### src/rtl/johnson_seq_ctrl_pkg.sv
`default_nettype none
// ============================================================================
//  Module      : johnson_pkg
//  Description : Shared types and helpers for the Johnson-ring sequencer.
//                Holds the controller state enum, the direction encodings
//                and the phase-index width function.
//  Revision    : 1.0  initial release
// ============================================================================
package johnson_pkg;

  typedef enum logic [1:0] {
    IDLE = 2'd0,
    RUN  = 2'd1,
    DONE = 2'd2
  } state_t;

  localparam logic DIR_FWD = 1'b0;
  localparam logic DIR_REV = 1'b1;

  // Number of bits needed to index every phase of a 2*width sequence.
  function automatic int ph_width(input int width);
    return $clog2(2 * width);
  endfunction

endpackage
`default_nettype wire

### src/rtl/johnson_seq_ctrl_if.sv
`default_nettype none
// ============================================================================
//  Module      : johnson_cmd_if
//  Description : Step-command valid/ready channel between the requester
//                (master) and the Johnson sequencer (slave).
//  Signals     : cmd_valid  request from master
//                cmd_ready  sequencer can accept a command
//                cmd_steps  number of ring advances (STEP_W bits)
//                cmd_dir    0 = forward, 1 = reverse
//  Revision    : 1.0  initial release
// ============================================================================
interface johnson_cmd_if #(
  parameter int STEP_W = 8
) ();

  logic              cmd_valid;
  logic              cmd_ready;
  logic [STEP_W-1:0] cmd_steps;
  logic              cmd_dir;

  modport master (
    output cmd_valid,
    output cmd_steps,
    output cmd_dir,
    input  cmd_ready
  );

  modport slave (
    input  cmd_valid,
    input  cmd_steps,
    input  cmd_dir,
    output cmd_ready
  );

endinterface
`default_nettype wire

### src/rtl/johnson_seq_ctrl_core.sv
`default_nettype none
// ============================================================================
//  Module      : johnson_core
//  Description : Johnson ring register plus matching binary phase index.
//                Advances one position per cycle while i_en is high, in the
//                direction given by i_dir.
//                Build option JOHNSON_SELF_CORRECT_EN: checks the ring for a
//                legal Johnson code every cycle; an illegal code clears ring
//                and phase next cycle and sets a sticky error flag.
//  Ports       : clk      system clock
//                rstn     asynchronous active-low reset
//                i_en     advance one step this cycle
//                i_dir    0 = forward, 1 = reverse
//                o_out    Johnson code
//                o_phase  binary phase index 0..2*WIDTH-1
//                o_fault  illegal code seen this cycle (self-correct only)
//                o_err    sticky illegal-code flag (self-correct only)
//  Revision    : 1.0  initial release
// ============================================================================
module johnson_core
  import johnson_pkg::*;
#(
  parameter int WIDTH = 4,
  parameter int PH_W  = ph_width(WIDTH)
) (
  input  wire logic             clk,
  input  wire logic             rstn,
  input  wire logic             i_en,
  input  wire logic             i_dir,
  output logic      [WIDTH-1:0] o_out,
  output logic      [PH_W-1:0]  o_phase,
  output logic                  o_fault,
  output logic                  o_err
);

  localparam logic [PH_W-1:0] c_ph_max = PH_W'(2 * WIDTH - 1);

  logic [WIDTH-1:0] r_ring;
  logic [PH_W-1:0]  r_phase;
  logic             w_fault;

`ifdef JOHNSON_SELF_CORRECT_EN
  // A legal Johnson code (0*1* or 1*0*) has at most one place where
  // neighbouring bits differ; the wrap-around pair is not considered.
  logic [WIDTH-2:0] w_edges;
  logic             r_err;

  assign w_edges = r_ring[WIDTH-1:1] ^ r_ring[WIDTH-2:0];
  assign w_fault = ($countones(w_edges) > 1);

  always_ff @(posedge clk or negedge rstn) begin
    if (!rstn) begin
      r_err <= 1'b0;
    end else if (w_fault) begin
      r_err <= 1'b1;
    end
  end

  assign o_err = r_err;
`else
  assign w_fault = 1'b0;
  assign o_err   = 1'b0;
`endif

  always_ff @(posedge clk or negedge rstn) begin
    if (!rstn) begin
      r_ring  <= '0;
      r_phase <= '0;
    end else if (w_fault) begin
      // Correction takes priority over any requested step.
      r_ring  <= '0;
      r_phase <= '0;
    end else if (i_en) begin
      if (i_dir == DIR_FWD) begin
        r_ring  <= {r_ring[WIDTH-2:0], ~r_ring[WIDTH-1]};
        r_phase <= (r_phase == c_ph_max) ? '0 : r_phase + 1'b1;
      end else begin
        r_ring  <= {~r_ring[0], r_ring[WIDTH-1:1]};
        r_phase <= (r_phase == '0) ? c_ph_max : r_phase - 1'b1;
      end
    end
  end

  assign o_out   = r_ring;
  assign o_phase = r_phase;
  assign o_fault = w_fault;

endmodule
`default_nettype wire

### src/rtl/johnson_seq_ctrl.sv
`default_nettype none
// ============================================================================
//  Module      : johnson_seq_ctrl
//  Description : Command-driven sequencer stepping a WIDTH-bit Johnson ring a
//                requested number of phases in a requested direction, with
//                hold, abort and a one-cycle done pulse.
//                Build option JOHNSON_SELF_CORRECT_EN: illegal ring codes are
//                cleared and reported on err; otherwise err is tied low.
//  Ports       : clk    system clock, rising edge
//                rstn   asynchronous active-low reset
//                cmd    command channel (johnson_cmd_if.slave)
//                hold   freeze stepping while high
//                abort  terminate the running command (no done pulse)
//                out    Johnson code
//                phase  binary phase index
//                busy   command in progress
//                done   one-cycle completion pulse
//                err    sticky illegal-code flag
//  Revision    : 1.0  initial release
// ============================================================================
module johnson_seq_ctrl
  import johnson_pkg::*;
#(
  parameter int WIDTH  = 4,
  parameter int STEP_W = 8
) (
  input  wire logic                        clk,
  input  wire logic                        rstn,
  johnson_cmd_if.slave                     cmd,
  input  wire logic                        hold,
  input  wire logic                        abort,
  output logic [WIDTH-1:0]                 out,
  output logic [ph_width(WIDTH)-1:0]       phase,
  output logic                             busy,
  output logic                             done,
  output logic                             err
);

  localparam int PH_W = ph_width(WIDTH);

  state_t            r_state;
  logic [STEP_W-1:0] r_rem;
  logic              r_dir;
  logic              r_busy;
  logic              r_done;
  logic              r_cmd_ready;
  logic              w_step;
  logic              w_fault;

  // abort outranks both hold and the final step.
  assign w_step = (r_state == RUN) && !abort && !hold;

  johnson_core #(
    .WIDTH (WIDTH),
    .PH_W  (PH_W)
  ) u_core (
    .clk     (clk),
    .rstn    (rstn),
    .i_en    (w_step),
    .i_dir   (r_dir),
    .o_out   (out),
    .o_phase (phase),
    .o_fault (w_fault),
    .o_err   (err)
  );

  always_ff @(posedge clk or negedge rstn) begin
    if (!rstn) begin
      r_state     <= IDLE;
      r_rem       <= '0;
      r_dir       <= DIR_FWD;
      r_busy      <= 1'b0;
      r_done      <= 1'b0;
      r_cmd_ready <= 1'b1;
    end else if (w_fault) begin
      // Ring is being cleared by the core; drop any command silently.
      r_state     <= IDLE;
      r_rem       <= '0;
      r_busy      <= 1'b0;
      r_done      <= 1'b0;
      r_cmd_ready <= 1'b1;
    end else begin
      case (r_state)
        IDLE: begin
          r_done <= 1'b0;
          if (cmd.cmd_valid && r_cmd_ready) begin
            r_dir       <= cmd.cmd_dir;
            r_rem       <= cmd.cmd_steps;
            r_cmd_ready <= 1'b0;
            if (cmd.cmd_steps == '0) begin
              r_state <= DONE;
              r_done  <= 1'b1;
              r_busy  <= 1'b0;
            end else begin
              r_state <= RUN;
              r_busy  <= 1'b1;
            end
          end
        end

        RUN: begin
          if (abort) begin
            r_state     <= IDLE;
            r_busy      <= 1'b0;
            r_cmd_ready <= 1'b1;
          end else if (!hold) begin
            r_rem <= r_rem - 1'b1;
            if (r_rem == STEP_W'(1)) begin
              r_state <= DONE;
              r_busy  <= 1'b0;
              r_done  <= 1'b1;
            end
          end
        end

        DONE: begin
          r_state     <= IDLE;
          r_done      <= 1'b0;
          r_cmd_ready <= 1'b1;
        end

        default: begin
          r_state     <= IDLE;
          r_busy      <= 1'b0;
          r_done      <= 1'b0;
          r_cmd_ready <= 1'b1;
        end
      endcase
    end
  end

  assign busy          = r_busy;
  assign done          = r_done;
  assign cmd.cmd_ready = r_cmd_ready;

endmodule
`default_nettype wire
### src/flat_wrapper.sv
// flat-port wrapper written by rule: the top's interface ports become plain ports
module johnson_seq_ctrl_flat import johnson_pkg::*;
#(
  parameter int WIDTH  = 4,
  parameter int STEP_W = 8
)
  (clk, rstn, hold, abort, out, phase, busy, done, err, cmd_cmd_valid, cmd_cmd_steps, cmd_cmd_dir, cmd_cmd_ready);
  johnson_cmd_if #(.STEP_W(STEP_W)) cmd_i ();
  input  wire logic clk;
  input  wire logic rstn;
  input  wire logic hold;
  input  wire logic abort;
  output logic [WIDTH-1:0] out;
  output logic [ph_width(WIDTH)-1:0] phase;
  output logic busy;
  output logic done;
  output logic err;
  input wire logic [$bits(cmd_i.cmd_valid)-1:0] cmd_cmd_valid;
  input wire logic [$bits(cmd_i.cmd_steps)-1:0] cmd_cmd_steps;
  input wire logic [$bits(cmd_i.cmd_dir)-1:0] cmd_cmd_dir;
  output wire logic [$bits(cmd_i.cmd_ready)-1:0] cmd_cmd_ready;
  assign cmd_i.cmd_valid = cmd_cmd_valid;
  assign cmd_i.cmd_steps = cmd_cmd_steps;
  assign cmd_i.cmd_dir = cmd_cmd_dir;
  assign cmd_cmd_ready = cmd_i.cmd_ready;
  johnson_seq_ctrl #(.WIDTH(WIDTH), .STEP_W(STEP_W)) u_core (.clk(clk), .rstn(rstn), .cmd(cmd_i), .hold(hold), .abort(abort), .out(out), .phase(phase), .busy(busy), .done(done), .err(err));
endmodule
### config.mk
export PLATFORM = sky130hd
export DESIGN_NAME = johnson_seq_ctrl_flat
export DESIGN_NICKNAME = d
export VERILOG_FILES = /design/src/rtl/johnson_seq_ctrl_pkg.sv /design/src/rtl/johnson_seq_ctrl_if.sv /design/src/rtl/johnson_seq_ctrl_core.sv /design/src/rtl/johnson_seq_ctrl.sv /design/src/flat_wrapper.sv
export SDC_FILE = /design/constraint.sdc
export NUM_CORES = 1
export LEC_CHECK = 0
export ABC_AREA = 1
export CAP_MARGIN = 10
export CELL_PAD_IN_SITES_DETAIL_PLACEMENT = 1
export CELL_PAD_IN_SITES_GLOBAL_PLACEMENT = 1
export CORE_MARGIN = 3
export CORE_UTILIZATION = 36
export DETAILED_ROUTE_END_ITERATION = 6
export PLACE_DENSITY_LB_ADDON = 0.1
export SKIP_LAST_GASP = 1
export SLEW_MARGIN = 20
export SYNTH_ARGS = -nofsm -noshare
export SYNTH_HDL_FRONTEND = slang
export SYNTH_SLANG_ARGS = --single-unit
### constraint.sdc
create_clock -name clk -period 1.7 [get_ports clk]
set_clock_uncertainty 0.15 [all_clocks]
set_input_delay 0.34 -clock clk [delete_from_list [all_inputs] [get_ports clk]]
set_output_delay 0.34 -clock clk [all_outputs]
set_load 0.05 [all_outputs]
* Yosys cells after proc, flatten, opt, wreduce, memory -nomap -nowiden *
Cells that the tools add are included.

cells by class
  reduce and logical (&&, ||, !) cells = 15
  equal/unequal tests = 11
  bitwise gates (word level) = 3
  add/sub/neg operators = 3
  muxes and demuxes = 29

operators with widths
  operator                                           count
  two-way mux 8 bit                                  3
  case mux 8 bit (2 select lines)                    1
  two-way mux 1 bit                                  12
  two-way mux 2 bit                                  5
  inequality test 2 bit (second input constant)      5
  two-way mux 3 bit                                  3
  == test 8 x 1 -> 1 bit (second input constant)     1
  zero test 8 bit                                    1
  AND reduction 4 bit                                2
  subtractor 8 x 1 -> 8 bit (second input constant)  1
  inequality test 3 bit (second input constant)      2
  AND reduction 3 bit                                2
  two-way mux 4 bit                                  1
  case mux 1 bit (2 select lines)                    2
  case mux 2 bit (2 select lines)                    1
  AND reduction 2 bit                                2
  adder 3 x 1 -> 3 bit (second input constant)       1
  == test 3 bit (second input constant)              1
  logical AND 1 bit                                  3
  zero test 3 bit                                    1
  inverter 1 bit                                     3
  case mux 1 bit (3 select lines)                    1
  subtractor 3 x 1 -> 3 bit (second input constant)  1
  == test 2 x 1 -> 1 bit (second input constant)     1
  other kinds (4)                                    5

storage, ports and cells
  word-level logic and storage cells = 69
  bits of input ports = 14
  output and inout port bits = 11
  bits in registers = 21

* Depth between registers and ports, before layout *
Gate-level depths: netlist of run 1.

  depth after elaboration = 5
  gate-level depth with buffers = 9
  mapped depth without buffers = 9

* Hierarchy *
Synthesis of run 1 repeated with hierarchy kept, for this count alone.

second synthesis, totals
  cells, all modules = 213
  area total of the unflattened synthesis = 1,491.4 sq um

by module, submodules not included
  module            seq. area each (sq um)  times used  cells an instance  area an instance (sq um)
  johnson_seq_ctrl  351.6                   1           153                1,046.0
  johnson_core      175.2                   1           60                 445.4

* Worst setup path before layout of run 1 *
Ideal clock, no wire load.

  path type = register to register
  from = reg u_core.u_core.r_phase[0], in the netlist u_core.u_core.o_phase[0]
  to = reg u_core.u_core.r_phase[2], in the netlist u_core.u_core.o_phase[2]
  arrival time = 1,377 ps
  buffers on the path = 0
  path slack = 50 ps
  period minus slack after synthesis = 1,650 ps
  required time = 1,427 ps
  stages on the path, launching flop included = 5
  setup time = 123 ps
  cells stage by stage = dfrtp_1 > ha_1 > ha_1 > a211oi_1 > nor2_1

between the ends
  longest elaborated chain between the ends = 3
  elaborated cells between the ends (all ways) = 7
  those cells by class = add/sub: 2; eq/ne: 1; mux: 3; reduce/logical: 1

ends and longest elaborated chain
  element                                             RTL line                                                  source
  start, declared                                     johnson_seq_ctrl_core.sv:39                               logic [PH_W-1:0] r_phase;
  start signal, assigned                              johnson_seq_ctrl_core.sv:76                               r_phase <= (r_phase == c_ph_max) ? '0 : r_phase + 1'b1;
  start signal, assigned                              johnson_seq_ctrl_core.sv:79                               r_phase <= (r_phase == '0) ? c_ph_max : r_phase - 1'b1;
  adder 3 x 1 -> 3 bit, or another cell as far along  johnson_seq_ctrl_core.sv:76
  two-way mux 3 bit (on tied branches)                johnson_seq_ctrl_core.sv:76, johnson_seq_ctrl_core.sv:79
  two-way mux 3 bit (*)                               johnson_seq_ctrl_core.sv:74                               if (i_dir == DIR_FWD) begin

Every way passes the cells marked *; elsewhere a longest branch is shown, timed or not.
A chain may end at the register's enable or synchronous reset.

* Worst setup path after layout of run 1 *
Ends and elaborated chain as after synthesis.

==> results of run 1 <==
-- power groups by stage --
stage / combinational, mW / sequential [mW] / clock [mW]
global placement: 1.89 / 1.03 / 0
CTS: 1.99 / 1.04 / 0.270
global route: 2.17 / 1.09 / 0.290
finish: 1.96 / 1.04 / 0.259
floorplan: 0.859 / 1.30 / 0
detailed placement: 1.97 / 1.05 / 0
-- worst max-delay path: stages, from the launching register on --
cell and delay, ns:
dfrtp_1 0.47, ha_1 0.24, ha_1 0.28, a211oi_1 0.25
nor2_1 0.07
-- flip-flops by register name, indices dropped and copies added (netlist names) --
signal and flops:
u_core.r_state 2, u_core.cmd.cmd_ready 1, u_core.r_rem 8, u_core.r_dir 1, u_core.u_core.o_phase 3, u_core.done 1
u_core.u_core.o_out 4, u_core.busy 1
-- stage by stage --
| step | instances | power (mW) | hold slack [ns] | utilization [%] | setup slack, ns |
|---|---|---|---|---|---|
| after CTS | 254 | 3.30 | 0.210 | 50.7 | 0.104 |
| after global placement | 250 | 2.92 | 0.340 | 49.9 | 0.000922 |
| final | 254 | 3.26 | 0.212 | 50.8 | 0.136 |
| after detailed placement | 250 | 3.03 | 0.363 | 49.9 | -0.0358 |
| after global routing | 254 | 3.56 | 0.241 | 50.8 | 0.0113 |
| after floorplan | 180 | 2.15 | -0.106 | - | 0.0498 |
-- worst paths after layout --
kind	from	slack, ns	depth (start not counted)	end
min in group clk	u_core.r_rem[7]	0.39	2	u_core.r_rem[7]
min	rstn	0.21	2	u_core.u_core.o_out[2]
max in group asynchronous	rstn	0.91	2	u_core.cmd.cmd_ready
max reg2reg	u_core.u_core.o_phase[0]	0.14	4	u_core.u_core.o_phase[2]
min reg2reg	u_core.r_rem[7]	0.39	2	u_core.r_rem[7]
max	u_core.u_core.o_phase[0]	0.14	4	u_core.u_core.o_phase[2]
-- cells in the mapped netlist, drive strengths merged, types with 2 or more instances --
master   n  share of area [%]
nand2   56                 17
nor2    29                 10
o21ai   15                5.7
o211ai   2                1.1
nor3     3                1.1
nand3   13                6.3
inv     21                6.2
a31oi    5                2.4
a21oi    2               0.77
buf      2               0.96
ha       6                5.7
dfrtp   20                 38
-- final cells by class --
cell class	instances	area, sq um
Sequential cell	21	527
Timing Repair Buffer	26	353
Tap cell	46	57.6
Clock inverter	1	5.00
Inverter	22	88.8
Clock buffer	3	22.5
Multi-Input combinational cell	135	683
Fill cell	452	1680
-- cell families after synthesis --
kind of cell               after synthesis  share of synthesized area [%]
DFF                                     21                           40.3
and+or+nand+nor                        102                           34.9
AOI/OAI and AO/OA                       25                           10.6
buffers and inverters                   24                           7.46
other                                    1                          0.287
adders and majority gates                6                           5.74
xor gates and xnor gates                 1                          0.670
-- cells in the final DEF, fill, tap and decap left out, types with 2 or more instances in the layout --
master and count:
a31oi_1 5, buf_4 3, ha_1 6, nor3_1 3
nor2_2 4, clkbuf_4 3, a21oi_1 2, clkdlybuf4s50_1 13
inv_1 18, dfrtp_1 20, nor2_1 24, o211ai_1 2
inv_2 2, nand3_1 11, nand2_1 55, o21ai_0 14
buf_12 10
-- per-layer routing --
metal  part of all wire [%]  routed length (um)  up-vias  global-route usage, %
met5                      0                   0        -                      0
met2                     53                1840       16                   31.6
met1                     43                1500      616                   22.8
met3                    3.3                 115        4                   2.89
met4                   0.83                  29        0                   7.36
li1                       -                   -      628                      -
-- what timing repair did --
| item | CTS | global route |
|---|---|---|
| gates resized for setup | 0 | 1 |
| buffers inserted | 0 | 0 |
| hold buffers | 0 | 0 |
| endpoints found under the setup margin | 0 | 1 |
==> impl_metrics.prom, run 1 <==
# TYPE chip_impl_metric gauge
chip_impl_metric{name="die_x",unit="um"} 66.3
chip_impl_metric{name="synth_enable_flop_cells",unit=""} 0
chip_impl_metric{name="postSynth.asyncResetShare",unit="%"} 100
chip_impl_metric{name="synth.distinct_cells",unit=""} 27
chip_impl_metric{name="grt_antenna_before_repair",unit=""} 0
chip_impl_metric{name="detailed_place_hpwl",unit="um"} 2840
chip_impl_metric{name="synthesized_netlist_net_count",unit=""} 200
chip_impl_metric{name="p_comb_share",unit="%"} 60.2
chip_impl_metric{name="initial_utilization",unit="%"} 38.3
chip_impl_metric{name="layout_worst_path_cycle_share",unit="%"} 92.0
chip_impl_metric{name="antennaDiodeCount",unit=""} 0
chip_impl_metric{name="die_h",unit="um"} 66.3
chip_impl_metric{name="layout_min_cycle_time",unit="ns"} 1.56
chip_impl_metric{name="worst-endpoint-required",unit="ns"} 1.76
chip_impl_metric{name="worst_setup_hold_path_clk_slew",unit="ns"} 0.13
chip_impl_metric{name="internal_power",unit="mW"} 1.64
chip_impl_metric{name="post_route_setup_tns",unit="ns"} 0
chip_impl_metric{name="via_count_of_the_first_global_routing_pass",unit=""} 1346
chip_impl_metric{name="pin_count_of_the_biggest_net_entering_global_routing",unit=""} 22
chip_impl_metric{name="detail_route.vias_per_cell",unit=""} 4.98
chip_impl_metric{name="floorplan.io_pins",unit=""} 25
chip_impl_info{name="outcome",value="complete, no violations"} 1
chip_impl_metric{name="fin_nets",unit=""} 229
chip_impl_metric{name="final_area",unit="sq um"} 1740
chip_impl_metric{name="report.final.hold_viol_count",unit=""} 0
chip_impl_info{name="cts_tree",value="built"} 1
chip_impl_metric{name="core_region_area",unit="sq um"} 3420
chip_impl_metric{name="cts_max_level",unit=""} 1
chip_impl_metric{name="global_route.overflow_total",unit=""} 0
chip_impl_metric{name="p_seq_share",unit="%"} 31.9
chip_impl_metric{name="max-vdd-ir-drop",unit="V"} 0.000737
chip_impl_metric{name="num_vias",unit=""} 1264
chip_impl_metric{name="grt_pass1_wl",unit="um"} 6160
chip_impl_info{name="start_kind",value="register"} 1
chip_impl_metric{name="setup_viol",unit=""} 0
chip_impl_metric{name="worst_skew_pair.late_latency",unit="ns"} 0.31
chip_impl_info{name="ctsRootBufferMaster",value="clkbuf_4"} 1
chip_impl_metric{name="port_buffers",unit=""} 23
chip_impl_metric{name="gp_weighted_congestion",unit=""} 0.840
chip_impl_metric{name="syn-mean-instance-area",unit="sq um"} 7.26
chip_impl_metric{name="clock_power_share",unit="%"} 7.9
chip_impl_metric{name="power_density",unit="nW/um^2"} 1880
chip_impl_metric{name="leakage_power_summed_over_all_cells",unit="nW"} 0.834
chip_impl_metric{name="yosys_warnings",unit=""} 0
chip_impl_metric{name="synthesis.instances",unit=""} 180
chip_impl_metric{name="dpl-instance-area",unit="sq um"} 1710
chip_impl_metric{name="drv.max_cap_violation_count",unit=""} 0
chip_impl_metric{name="postRouteAntennaNets",unit=""} 0
chip_impl_metric{name="gr-usage-all-layers",unit="%"} 18.4
chip_impl_metric{name="worst-path-max-fanout",unit=""} 4
chip_impl_metric{name="postRouteWirelength",unit="um"} 3480
chip_impl_info{name="setup.worst_path.end_class",value="register"} 1
chip_impl_info{name="dominantRegCellSynth",value="dfrtp_1"} 1
chip_impl_metric{name="synthToLayoutAreaGrowth",unit="%"} 32.8
chip_impl_metric{name="clock_sink_count",unit=""} 21
chip_impl_info{name="setup.worst_path.class",value="reg -> reg"} 1
chip_impl_metric{name="syn_area",unit="sq um"} 1310
chip_impl_metric{name="maxClockFrequency",unit="MHz"} 639
chip_impl_metric{name="detail_route.drc_violations",unit=""} 0
chip_impl_metric{name="clk_path_buf_depth",unit=""} 2
chip_impl_metric{name="report.final.slew_viol_count",unit=""} 0
chip_impl_metric{name="post_dr_wirelength_cell",unit="um"} 13.7
chip_impl_metric{name="design.die.area",unit="sq um"} 4390
chip_impl_metric{name="drt_first_pass_iters",unit=""} 4
chip_impl_metric{name="synth_seq_area_share",unit="%"} 40.3
chip_impl_info{name="rsz0062_at_grt",value="no"} 1
chip_impl_metric{name="synth.ff_latch_count",unit=""} 21
chip_impl_metric{name="drt_first_iter_violations",unit=""} 52
chip_impl_metric{name="layout-drive-gt1-share",unit="%"} 14.4
chip_impl_metric{name="rows",unit=""} 21
chip_impl_metric{name="arrival",unit="ns"} 1.63
chip_impl_metric{name="cts_inserted_buffers",unit=""} 3
chip_impl_metric{name="switching_fraction",unit="%"} 49.8
chip_impl_metric{name="net-switching-power",unit="mW"} 1.62
chip_impl_info{name="worst_hold_path_type",value="in -> async"} 1
Power figures use the tool's default switching activity.
==> inputs of run 2 (changes only) <==
--- a/config.mk
+++ b/config.mk
@@ -9,6 +9,7 @@
 export CAP_MARGIN = 10
 export CELL_PAD_IN_SITES_DETAIL_PLACEMENT = 1
 export CELL_PAD_IN_SITES_GLOBAL_PLACEMENT = 1
+export CORE_ASPECT_RATIO = 0.8
 export CORE_MARGIN = 3
 export CORE_UTILIZATION = 36
 export DETAILED_ROUTE_END_ITERATION = 6
==> run 2 against run 1 <==
Via count up 0.79%. Maximum frequency is 0.21% higher. Largest cell class unchanged. Sequential share of layout area fell by 0.41 points. Register-to-register slack about the same. Final area up 1.4%. Flip-flop and latch count stayed put. Power up 2.3%. Combinational power about the same. Core utilization is 2.7 points higher. Final cell count decreased by 2.0%. Worst hold slack better by 0.057 ns. Count of clock-buffer cells in the layout increased by 1.
==> impl_metrics.prom, run 2 (synthesis gave the netlist of run 1 again) <==
# TYPE chip_impl_metric gauge
chip_impl_metric{name="power_density",unit="nW/um^2"} 1900
chip_impl_info{name="rsz0062_at_grt",value="no"} 1
chip_impl_metric{name="num-fill-cells",unit=""} 435
chip_impl_metric{name="post-route-worst-setup-slack",unit="ns"} 0.139
chip_impl_metric{name="fin_nets",unit=""} 230
chip_impl_metric{name="postRouteAntennaNets",unit=""} 0
chip_impl_metric{name="switching_fraction",unit="%"} 48.4
chip_impl_info{name="worstPathCellList",value="inv_2, ha_2, nand3_1, nor2_4, nand2_1, nand2_1, nand2_1, nand2_1, nand2_1"} 1
chip_impl_metric{name="global_route.overflow_total",unit=""} 0
chip_impl_metric{name="p_comb_share",unit="%"} 58.9
chip_impl_metric{name="worst-endpoint-required",unit="ns"} 1.70
chip_impl_metric{name="internal_power",unit="mW"} 1.72
chip_impl_info{name="ctsRootBufferMaster",value="clkbuf_8"} 1
chip_impl_metric{name="core_region_area",unit="sq um"} 3290
chip_impl_metric{name="worst_setup_hold_path_clk_slew",unit="ns"} 0.08
chip_impl_info{name="setup.worst_path.end_class",value="register"} 1
chip_impl_metric{name="ff2ff_setup_slack",unit="ns"} 0.14
chip_impl_metric{name="via_count_of_the_first_global_routing_pass",unit=""} 1299
chip_impl_info{name="setup.worst_path.class",value="reg -> reg"} 1
chip_impl_metric{name="layout_worst_path_cycle_share",unit="%"} 91.8
chip_impl_metric{name="design.die.area",unit="sq um"} 4400
chip_impl_info{name="start_kind",value="register"} 1
chip_impl_metric{name="detail_route.drc_violations",unit=""} 0
chip_impl_metric{name="max-vdd-ir-drop",unit="V"} 0.00102
chip_impl_info{name="path_delay_family",value="simple AND/OR/NAND/NOR gates"} 1
chip_impl_info{name="critical_path.reg2reg.endpoint",value="u_core.busy"} 1
chip_impl_metric{name="leakage_power_summed_over_all_cells",unit="nW"} 0.843
chip_impl_metric{name="p_seq_share",unit="%"} 31.0
chip_impl_metric{name="die_h",unit="um"} 59.9
chip_impl_metric{name="cts_max_level",unit=""} 1
chip_impl_info{name="layout_commonest_cell",value="nand2_1"} 1
chip_impl_metric{name="largest_register_ffs",unit=""} 8
chip_impl_info{name="worst_r2r_startpoint",value="u_core.r_rem[1]"} 1
chip_impl_metric{name="floorplan.io_pins",unit=""} 25
chip_impl_metric{name="cts_post_setup_buffers_inserted",unit=""} 0
chip_impl_metric{name="pin_count_of_the_biggest_net_entering_global_routing",unit=""} 22
chip_impl_metric{name="dpl-instance-area",unit="sq um"} 1710
chip_impl_metric{name="cts_inserted_buffers",unit=""} 3
chip_impl_info{name="largest_register",value="u_core.r_rem"} 1
chip_impl_metric{name="clock_sink_count",unit=""} 21
chip_impl_metric{name="drt_first_iter_violations",unit=""} 52
chip_impl_metric{name="initial_utilization",unit="%"} 39.8
chip_impl_metric{name="worst-path-max-fanout",unit=""} 4
chip_impl_metric{name="clock_power_share",unit="%"} 10.2
chip_impl_metric{name="power.total",unit="mW"} 3.34
chip_impl_metric{name="gr-usage-all-layers",unit="%"} 17.8
chip_impl_metric{name="port_buffers",unit=""} 23
chip_impl_info{name="layout_common_cells",value="nand2_1, nor2_1, dfrtp_1"} 1
chip_impl_metric{name="layout_min_cycle_time",unit="ns"} 1.56
chip_impl_metric{name="worst_skew_pair.late_latency",unit="ns"} 0.27
chip_impl_metric{name="layout-drive-gt1-share",unit="%"} 15.3
chip_impl_metric{name="post_dr_wirelength_cell",unit="um"} 13.9
chip_impl_metric{name="setup_ws_pre_cts",unit="ns"} -0.0404
chip_impl_metric{name="final_area",unit="sq um"} 1760
chip_impl_metric{name="clk_path_buf_depth",unit=""} 2
chip_impl_metric{name="grt_antenna_before_repair",unit=""} 0
chip_impl_metric{name="timing.reg2reg.worst_path_depth",unit=""} 9
chip_impl_metric{name="die_x",unit="um"} 73.4
chip_impl_metric{name="drv.max_cap_violation_count",unit=""} 0
chip_impl_metric{name="detailed_place_hpwl",unit="um"} 2770
chip_impl_metric{name="arrival",unit="ns"} 1.56
chip_impl_metric{name="detail_route.vias_per_cell",unit=""} 5.12
chip_impl_metric{name="net-switching-power",unit="mW"} 1.61
chip_impl_info{name="cp_slowest_cell",value="dfrtp_1"} 1
chip_impl_metric{name="gp_weighted_congestion",unit=""} 0.824
chip_impl_metric{name="setup_viol",unit=""} 0
chip_impl_info{name="cts_tree",value="built"} 1
chip_impl_metric{name="postRouteWirelength",unit="um"} 3450
chip_impl_info{name="worst_hold_path_type",value="in -> async"} 1
chip_impl_info{name="critPathMostFrequentCell",value="nand2_1"} 1
chip_impl_metric{name="num_vias",unit=""} 1274
chip_impl_metric{name="grt_pass1_wl",unit="um"} 5920
chip_impl_metric{name="antennaDiodeCount",unit=""} 0
chip_impl_metric{name="fin_util",unit="%"} 53.5
chip_impl_metric{name="worst_path_largest_cell_delay",unit="ns"} 0.39
chip_impl_metric{name="report.final.slew_viol_count",unit=""} 0
chip_impl_metric{name="timing.critical_path.buf_inv",unit=""} 1
chip_impl_metric{name="drt_first_pass_iters",unit=""} 4
chip_impl_metric{name="maxClockFrequency",unit="MHz"} 641
chip_impl_metric{name="report.final.hold_viol_count",unit=""} 0
chip_impl_info{name="outcome",value="complete, no violations"} 1
chip_impl_metric{name="rows",unit=""} 18
chip_impl_metric{name="synthToLayoutAreaGrowth",unit="%"} 34.6
## run 2: metrics by stage
step,setup TNS [ns],instances,hold slack [ns]
after floorplan,0,180,-0.106
after global placement,0,245,0.335
after detailed placement,-0.0663,245,0.346
after CTS,0,249,0.282
after global routing,0,249,0.300
final,0,249,0.269
## run 2: final cells by class
class,count,area [sq um],area share [%]
clock buffer,4,45.0,2.56
inverter,22,85.1,4.83
multi-input combinational,135,693,39.4
tap,40,50.0,2.84
sequential,21,527,29.9
timing repair buffer,27,360,20.5
## run 2: layer usage
layer	share of wire [%]	vias to the layer above	global-route usage (%)	routed length, um
met3	4.2	2	4.37	146
met5	0	-	0	0
met2	44	22	28.4	1520
met1	51	621	23.9	1760
li1	-	629	-	-
met4	0.64	0	5.43	22
## run 2: worst max path at each step
| stage | from | endpoint | slack, ns | cells after the start |
|---|---|---|---|---|
| 2_1_floorplan | u_core.u_core.o_phase[0] | u_core.u_core.o_phase[2] | 0.05 | 4 |
| 3_3_place_gp | cmd_cmd_valid | u_core.busy | 0.008 | 8 |
| 3_5_place_dp | cmd_cmd_valid | u_core.busy | -0.04 | 8 |
| 4_1_cts | u_core.r_rem[1] | u_core.busy | 0.07 | 9 |
| 5_1_grt | u_core.r_rem[1] | u_core.busy | 0.03 | 9 |
| 6_report | u_core.r_rem[1] | u_core.busy | 0.14 | 9 |
## run 2: power groups by stage
stage | logic (mW) | clock network (mW) | registers (mW)
6_report | 1.96 | 0.339 | 1.03
5_1_grt | 2.18 | 0.374 | 1.08
4_1_cts | 1.97 | 0.350 | 1.04
3_5_place_dp | 1.96 | 0 | 1.04
3_3_place_gp | 1.91 | 0 | 1.02
2_1_floorplan | 0.859 | 0 | 1.30
## run 2: repair_timing
action / in CTS / in global routing
pin swaps: 0 / 1
hold endpoints to repair: 0 / 0
endpoints found under the setup margin: 1 / 3
resized for setup: 1 / 3
hold buffers: 0 / 0
## run 2: worst register-to-register path, stage by stage, from the launching register on
cell and delay [ns]:
dfrtp_1 0.39, inv_2 0.08, ha_2 0.18, nand3_1 0.12, nor2_4 0.15, nand2_1 0.08, nand2_1 0.13, nand2_1 0.07
nand2_1 0.05, nand2_1 0.05
